==> src/rtl/branch_resolve_unit.sv <==
// ---------------------------------------------------------------------------
// branch_resolve_unit
//
// Resolves a Mini SRC conditional branch (brzr/brnz/brpl/brmi) for the
// control sequencer. On start it latches the instruction fields and PC+1.
// It then spends one cycle with R[Ra] on the bus and condition evaluation
// enabled. Next it samples the CON flag and strobes the PC with either the
// branch target or the fall-through address. Finally it pulses done.
//
// Ports:
//   Clock     - system clock, rising-edge active
//   Clear     - synchronous active-high reset
//   start     - one-cycle resolve request (ignored while busy)
//   IR        - instruction word {opcode[31:27], Ra[26:23], C2[22:19], C[18:0]}
//   PC_plus1  - address of the instruction after the branch
//   CON       - condition flag from the condition flip-flop
//   Ra_sel    - latched Ra field, register select for the bus read
//   Rout      - gate R[Ra] onto the bus (EVAL only)
//   CONin     - enable condition evaluation (EVAL only)
//   C2_out    - latched C2 field, condition selector
//   PC_next   - value to load into PC
//   PCin      - one-cycle PC load strobe (DECIDE only)
//   busy      - high in EVAL, DECIDE and DONE
//   done      - one-cycle completion pulse
//   taken     - branch decision, held until the next accepted start
//   bad_op    - opcode of the last accepted request was not a branch
// ---------------------------------------------------------------------------
module branch_resolve_unit #(
  parameter int         DATA_WIDTH   = 32,
  parameter int         OFFSET_WIDTH = 19,
  parameter logic [4:0] BR_OPCODE    = 5'b10010
) (
  input  logic                  Clock,
  input  logic                  Clear,
  input  logic                  start,
  input  logic [31:0]           IR,
  input  logic [DATA_WIDTH-1:0] PC_plus1,
  input  logic                  CON,
  output logic [3:0]            Ra_sel,
  output logic                  Rout,
  output logic                  CONin,
  output logic [3:0]            C2_out,
  output logic [DATA_WIDTH-1:0] PC_next,
  output logic                  PCin,
  output logic                  busy,
  output logic                  done,
  output logic                  taken,
  output logic                  bad_op
);

  typedef enum logic [1:0] {
    IDLE   = 2'd0,
    EVAL   = 2'd1,
    DECIDE = 2'd2,
    DONE   = 2'd3
  } state_t;

  // Sign-extend the branch displacement to the PC width.
  function automatic logic [DATA_WIDTH-1:0] sext_offset(input logic [OFFSET_WIDTH-1:0] off);
    sext_offset = {{(DATA_WIDTH-OFFSET_WIDTH){off[OFFSET_WIDTH-1]}}, off};
  endfunction

  state_t                  state_r;
  logic [DATA_WIDTH-1:0]   fall_r;      // latched PC_plus1
  logic [DATA_WIDTH-1:0]   target_r;    // latched PC_plus1 + sext(C)
  logic [DATA_WIDTH-1:0]   pc_next_r;   // PC_next held outside DECIDE
  logic                    taken_r;     // decision held outside DECIDE
  logic [DATA_WIDTH-1:0]   target_s;
  logic                    opcode_ok_s;

  // Target address and opcode match from the live IR, used only when a start is accepted.
  // The target sum is computed up front so DECIDE reduces to a 2:1 mux on CON.
  always_comb begin
    target_s    = PC_plus1 + sext_offset(IR[OFFSET_WIDTH-1:0]);
    opcode_ok_s = (IR[31:27] == BR_OPCODE);
  end

  // PC_next and taken must be valid in the same cycle as PCin. CON only settles
  // at the edge that ends EVAL, so DECIDE forwards the live CON decision.
  // Every other state shows the held copy.
  always_comb begin
    if (state_r == DECIDE) begin
      PC_next = CON ? target_r : fall_r;
      taken   = CON;
    end else begin
      PC_next = pc_next_r;
      taken   = taken_r;
    end
  end

  // Sequencer FSM with registered strobes and latched instruction fields.
  always_ff @(posedge Clock) begin
    if (Clear) begin
      state_r   <= IDLE;
      Ra_sel    <= 4'd0;
      C2_out    <= 4'd0;
      Rout      <= 1'b0;
      CONin     <= 1'b0;
      PCin      <= 1'b0;
      busy      <= 1'b0;
      done      <= 1'b0;
      bad_op    <= 1'b0;
      taken_r   <= 1'b0;
      fall_r    <= '0;
      target_r  <= '0;
      pc_next_r <= '0;
    end else begin
      case (state_r)
        IDLE: begin
          if (start) begin
            Ra_sel   <= IR[26:23];
            C2_out   <= IR[22:19];
            fall_r   <= PC_plus1;
            target_r <= target_s;
            taken_r  <= 1'b0;
            busy     <= 1'b1;
            if (opcode_ok_s) begin
              state_r <= EVAL;
              Rout    <= 1'b1;
              CONin   <= 1'b1;
              bad_op  <= 1'b0;
            end else begin
              // Skip straight to completion; PC_next keeps its prior value.
              state_r <= DONE;
              done    <= 1'b1;
              bad_op  <= 1'b1;
            end
          end else begin
            state_r <= IDLE;
          end
        end
        EVAL: begin
          state_r <= DECIDE;
          Rout    <= 1'b0;
          CONin   <= 1'b0;
          PCin    <= 1'b1;
        end
        DECIDE: begin
          state_r   <= DONE;
          taken_r   <= CON;
          pc_next_r <= CON ? target_r : fall_r;
          PCin      <= 1'b0;
          done      <= 1'b1;
        end
        DONE: begin
          state_r <= IDLE;
          done    <= 1'b0;
          busy    <= 1'b0;
        end
        default: begin
          state_r <= IDLE;
          Rout    <= 1'b0;
          CONin   <= 1'b0;
          PCin    <= 1'b0;
          done    <= 1'b0;
          busy    <= 1'b0;
        end
      endcase
    end
  end

endmodule

==> config.mk <==
export PLATFORM = sky130hd
export DESIGN_NAME = branch_resolve_unit
export DESIGN_NICKNAME = d
export VERILOG_FILES = /design/src/rtl/branch_resolve_unit.sv
export SDC_FILE = /design/constraint.sdc
export NUM_CORES = 1
export LEC_CHECK = 0
export BUFFER_PORTS_ARGS = -buffer_cell sky130_fd_sc_hd__buf_4
export CAP_MARGIN = 20
export CORE_MARGIN = 3
export CORE_UTILIZATION = 45
export DETAILED_ROUTE_END_ITERATION = 16
export PLACE_DENSITY = 0.7
export SYNTH_ARGS = -nofsm -noshare
export SYNTH_HDL_FRONTEND = slang
export SYNTH_SLANG_ARGS = --single-unit
==> constraint.sdc <==
create_clock -name Clock -period 2.78 [get_ports Clock]
set_input_delay 0 -clock Clock [delete_from_list [all_inputs] [get_ports Clock]]
set_output_delay 0 -clock Clock [all_outputs]
set_load 0.05 [all_outputs]
Yosys cells after proc, flatten, opt, wreduce, memory -nomap -nowiden

Index checks and enable logic that the tools add are counted.

Register bits: 112
Bits in latches: 0
RAM bits: 0
Bits in read-only memories: 0
Input bits: 68
Output and inout bits: 47
Logic and storage cells: 49
Memories: 0

$add $sub $neg: 1
Multipliers: 0
Divide/modulo/power cells: 0
Order comparisons: 0
Equality and inequality tests: 7
Shift operators: 0
Multiplexer cells: 18
Bitwise gates (word level): 0
Reduce and logical (&&, ||, !) cells: 11

Operators with widths:

| cell                                                                  | number |
|---|---|
| 32-bit two-way mux                                                    | 2 |
| 32-bit adder                                                          | 1 |
| 1-bit two-way mux                                                     | 8 |
| 1-bit one-hot mux with 2 select lines                                 | 4 |
| 2-bit one-hot mux with 4 select lines                                 | 1 |
| 2-bit nonzero test                                                    | 4 |
| 2-bit inequality test, second input constant                          | 3 |
| 2-bit AND reduction                                                   | 3 |
| 3-bit AND reduction                                                   | 2 |
| 5-bit equality test, second input constant                            | 1 |
| 2-bit equality test, second input constant                            | 2 |
| 2-bit two-way mux                                                     | 2 |
| 1-bit one-hot mux with 3 select lines                                 | 1 |
| 3-bit nonzero test                                                    | 1 |
| 2-bit by 1-bit equality test with 1-bit output, second input constant | 1 |
| 2-bit logical NOT                                                     | 1 |

Depth between registers and ports, before layout

Depth after elaboration: 4
Gate-level depth with buffers: 10
Depth with buffers taken out: 10

Worst setup path after synthesis

No wires, ideal clock.

Path kind: input to register
From: input port IR[0]
To: register target_r[26]
Library setup time: 0.124 ns
Data arrival time: 2.115 ns
Required time: 2.656 ns
Setup slack: 0.541 ns
Stages on the path: 10
Path buffers: 0
Cells stage by stage: ha_1 -> fa_1 -> a211oi_1 -> o21ai_1 -> or3b_4 -> o21ai_4 -> a2111oi_4 -> o21bai_1 -> xnor2_1 -> o21ai_1

Longest elaborated chain between the ends: 1

Ends and longest elaborated chain:

| what                   | RTL line | source |
|---|---|---|
| start: declaration     | 36       | `input logic [31:0] IR,` |
| 32-bit adder           | 74       | `target_s = PC_plus1 + sext_offset(IR[OFFSET_WIDTH-1:0]);` |
| end signal: assignment | 114      | `target_r <= target_s;` |
| end: declaration       | 65       | `logic [DATA_WIDTH-1:0] target_r;` |

No other way between the ends.
A chain may end at the register's enable or synchronous reset.

Worst setup path after layout

From: input port PC_plus1[1]
To: register target_r[26]

Longest elaborated chain between the ends: 1

Ends and longest elaborated chain:

| what               | RTL line | source |
|---|---|---|
| start: declaration | 37       | `input logic [DATA_WIDTH-1:0] PC_plus1,` |
| 32-bit adder       | 74       |  |

No other way between the ends.

==> metrics.md <==
| Metric | Value |
|---|---|
| Status | complete, no violations |
| Routability cong. | roughly 0.9 |
| Largest net degree at the start of global routing | 60 |
| Postcts setup bufs | 0 |
| Core Region | 12880 um^2 |
| Post-route ant nets | 0 |
| Syn. warnings | 0 |
| CP startpoint kind | input port |
| Global-route wire length before repair | 27790 um |
| Synth unique cells | 65 |
| Die Span Y | approximately 120 um |
| GRT Total Usage | a little under a quarter |
| Via count | between 5000 and 6000 |
| Top_reg_cell synth | dfxtp_1 |
| Reg clk slew, reported paths | 0.07 ns |
| Final Cycle Share | 92.46% |
| Mapped Avg Cell Area | 7.952 um^2 |
| CTS root buf | clkbuf_16 |
| Die W | ~120 um |
| I/O Buffers | 114 |
| Clock buffer depth | 2 |
| Number of H-tree levels | 3 |
| Layout area overhead | 27.36% |
| Layout cells sized above 1 | 17.34% |
| Initial antenna violation count | 0 |
| CP Data Arrival Time | 2.82 ns |
| CP max FO | 4 |
| Worst min path class | input port to register |
| Post-synthesis sequential area ratio | 37.00% |
| Critical path required time | a little over 3 ns |
| Row count | 41 |
| Setup CP Type | input port to register |
| Final Skew | 0.006724 ns |
| Number of enable flip-flop cells after synthesis | 0 |
| Gr ovfl total | 0 |
| Unrepaired setup endpoints after global routing | no |
| Final nets | about 990 |
| Drt first pass iters | 7 |
| Clock latency on the worst-skew pair | 0.36 ns |
| Final wirelength | 16980 um |
| Util after Layout | 59.94% |
| Fin crit period | 2.570 ns |
| VDD IR max | 0.0002705 V |
| Fill count | approximately 1200 |
| Placement Setup Slack | roughly 0.13 ns |
| CTS tree | yes |
| Initial Util | between 40 and 50% |
| Fmax | 389.0 MHz |
| Total power divided by cell area | 623.4 nW/um^2 |
| Final setup vio count | 0 |
| Area occupied by registers | approximately 2200 um^2 |
| DRC viols | 0 |
| Via density | 5.432 |
| Clk sink count | 112 |
| Max-Slew Margin vs Limit | 58.07% |
| DP HPWL | between 10000 and 15000 um |
| Vias in the first global route | 5625 |
| Drt first-iter violations | 422 |
| CP Capture Type | register |
| Lkg Pwr | 0.003297 uW |
| Wirelength per Cell | roughly 16 um |
| Die area | 14890 um^2 |
| Slew Viols, Final | 0 |
| Num ports | 115 |
| Num CTS Buffers | 9 |
| Post-synth ARST share | 0% |
| Area occupied by multi-input gates | between 3000 and 4000 um^2 |
| Final Hold Viols | 0 |
| Yosys reg bits | 112 |
| Max cap viols | 0 |
| Worst-Margin Slew | 0.6290 ns |
| Worst Setup Slack, final | 0.2096 ns |
| Number of diodes | 0 |
| Syn Inst Count | 762 |
| Synthesized cell area | 6060 um^2 |
| Mapped Nets | 866 |
| Setup_tns | 0 ns |
==> routing by layer <==
metal	vias to the layer above	global-route usage, %	wire length, um
met5	-	0	0
met4	0	7.003	233
met2	121	39.02	8133
met3	18	3.064	654
met1	2736	30.92	7961
li1	2915	-	-
==> what timing repair did <==
action / 4_1_cts / 5_1_grt
resized for setup: 0 / 1
hold buffers: 40 / 0
endpoints found under the setup margin: 0 / 1
hold endpoints to repair: 40 / 0
==> state kept, by name, indices dropped and copies added, names as in the netlist, 2 cells and up <==
signal / flops
C2_out: 4
Ra_sel: 4
fall_r: 32
pc_next_r: 32
state_r: 2
target_r: 32
==> critical path: stages <==
cell and delay, ns:
dlygate4sd3_1 0.53, buf_4 0.15, fa_1 0.46, a211oi_2 0.32, o21ai_1 0.13, or3b_4 0.28
o21ai_4 0.09, a2111oi_4 0.47, o21bai_1 0.15, xnor2_1 0.16, o21ai_1 0.07
==> placed cells by master (no fill, tap or decap), drive strengths merged, types with 5 or more instances in the layout <==
cell	n
a211oi	7
a21o	14
a21oi	118
and3	8
buf	122
clkbuf	10
dfxtp	112
dlygate4sd3	40
ha	35
inv	9
mux2i	32
nand2	143
nand2b	7
nand3	15
nand4	7
nor2	60
nor2b	36
nor3	5
o21ai	36
o21bai	5
xnor2	15
xor2	9
==> worst paths after layout <==
path,startpoint,to,slack [ns],cells after the start
min reg2reg,target_r[6],target_r[6],0.45,2
max reg2reg,state_r[1],target_r[28],0.74,8
min,PC_plus1[0],target_r[0],0.02,4
max,PC_plus1[1],target_r[26],0.21,11
==> synth_stat cells, types with 7 or more instances <==
library cell  number  area [um^2]
a211oi_1           7        52.55
a21o_1            13        97.59
a21oi_1          117        585.6
and3_1             8        50.05
buf_2              8        40.04
clkbuf_1          33        123.9
dfxtp_1          112         2242
ha_1              35        437.9
mux2i_1           32        320.3
nand2_1          143        536.8
nand2b_1           7        43.79
nand3_1           14        70.07
nand4_1            7        43.79
nor2_1            60        225.2
nor2b_1           36        225.2
o21ai_0           30        150.1
xnor2_1           15        131.4
xor2_1             9        78.83
==> metrics by stage <==
stage / area [um^2] / hold WS (ns) / total power [uW] / std cells
global placement: 7023 / 0.2473 / 3485 / 1010
detailed placement: 7023 / 0.2566 / 3509 / 1010
finish: 7717 / 0.02056 / 4811 / 1066
floorplan: 6060 / 0.1360 / 3014 / 762
global route: 7717 / 0.04933 / 5067 / 1066
CTS: 7712 / 0.01022 / 4838 / 1066
==> kinds of logic (layout without fill, tap and decap cells) <==
| group | count (synthesis) | count (layout) | share of synthesized area [%] |
|---|---|---|---|
| AOI/OAI and AO/OA | 209 | 209 | 20.88 |
| xor gates and xnor gates | 24 | 24 | 3.469 |
| adders and majority gates | 36 | 36 | 7.557 |
| buffers and inverters | 52 | 184 | 3.448 |
| DFF | 112 | 112 | 37.00 |
| muxes | 33 | 33 | 5.472 |
| and+or+nand+nor | 296 | 296 | 22.18 |
==> final cells by class <==
class | count | area share (%)
clock buffer | 10 | 3.097
clock inverter | 6 | 0.6485
inverter | 6 | 0.2918
multi-input combinational | 598 | 46.90
sequential | 112 | 29.05
tap | 172 | 2.789
timing repair buffer | 162 | 17.22
==> where the power goes <==
| part | total (uW) | internal, uW | switching [uW] |
|---|---|---|---|
| logic | 1680 | 608 | 1070 |
| clock network | 1290 | 647 | 639 |
| registers | 1840 | 1770 | 75.5 |
No activity file was read; power rests on OpenSTA's default activity.
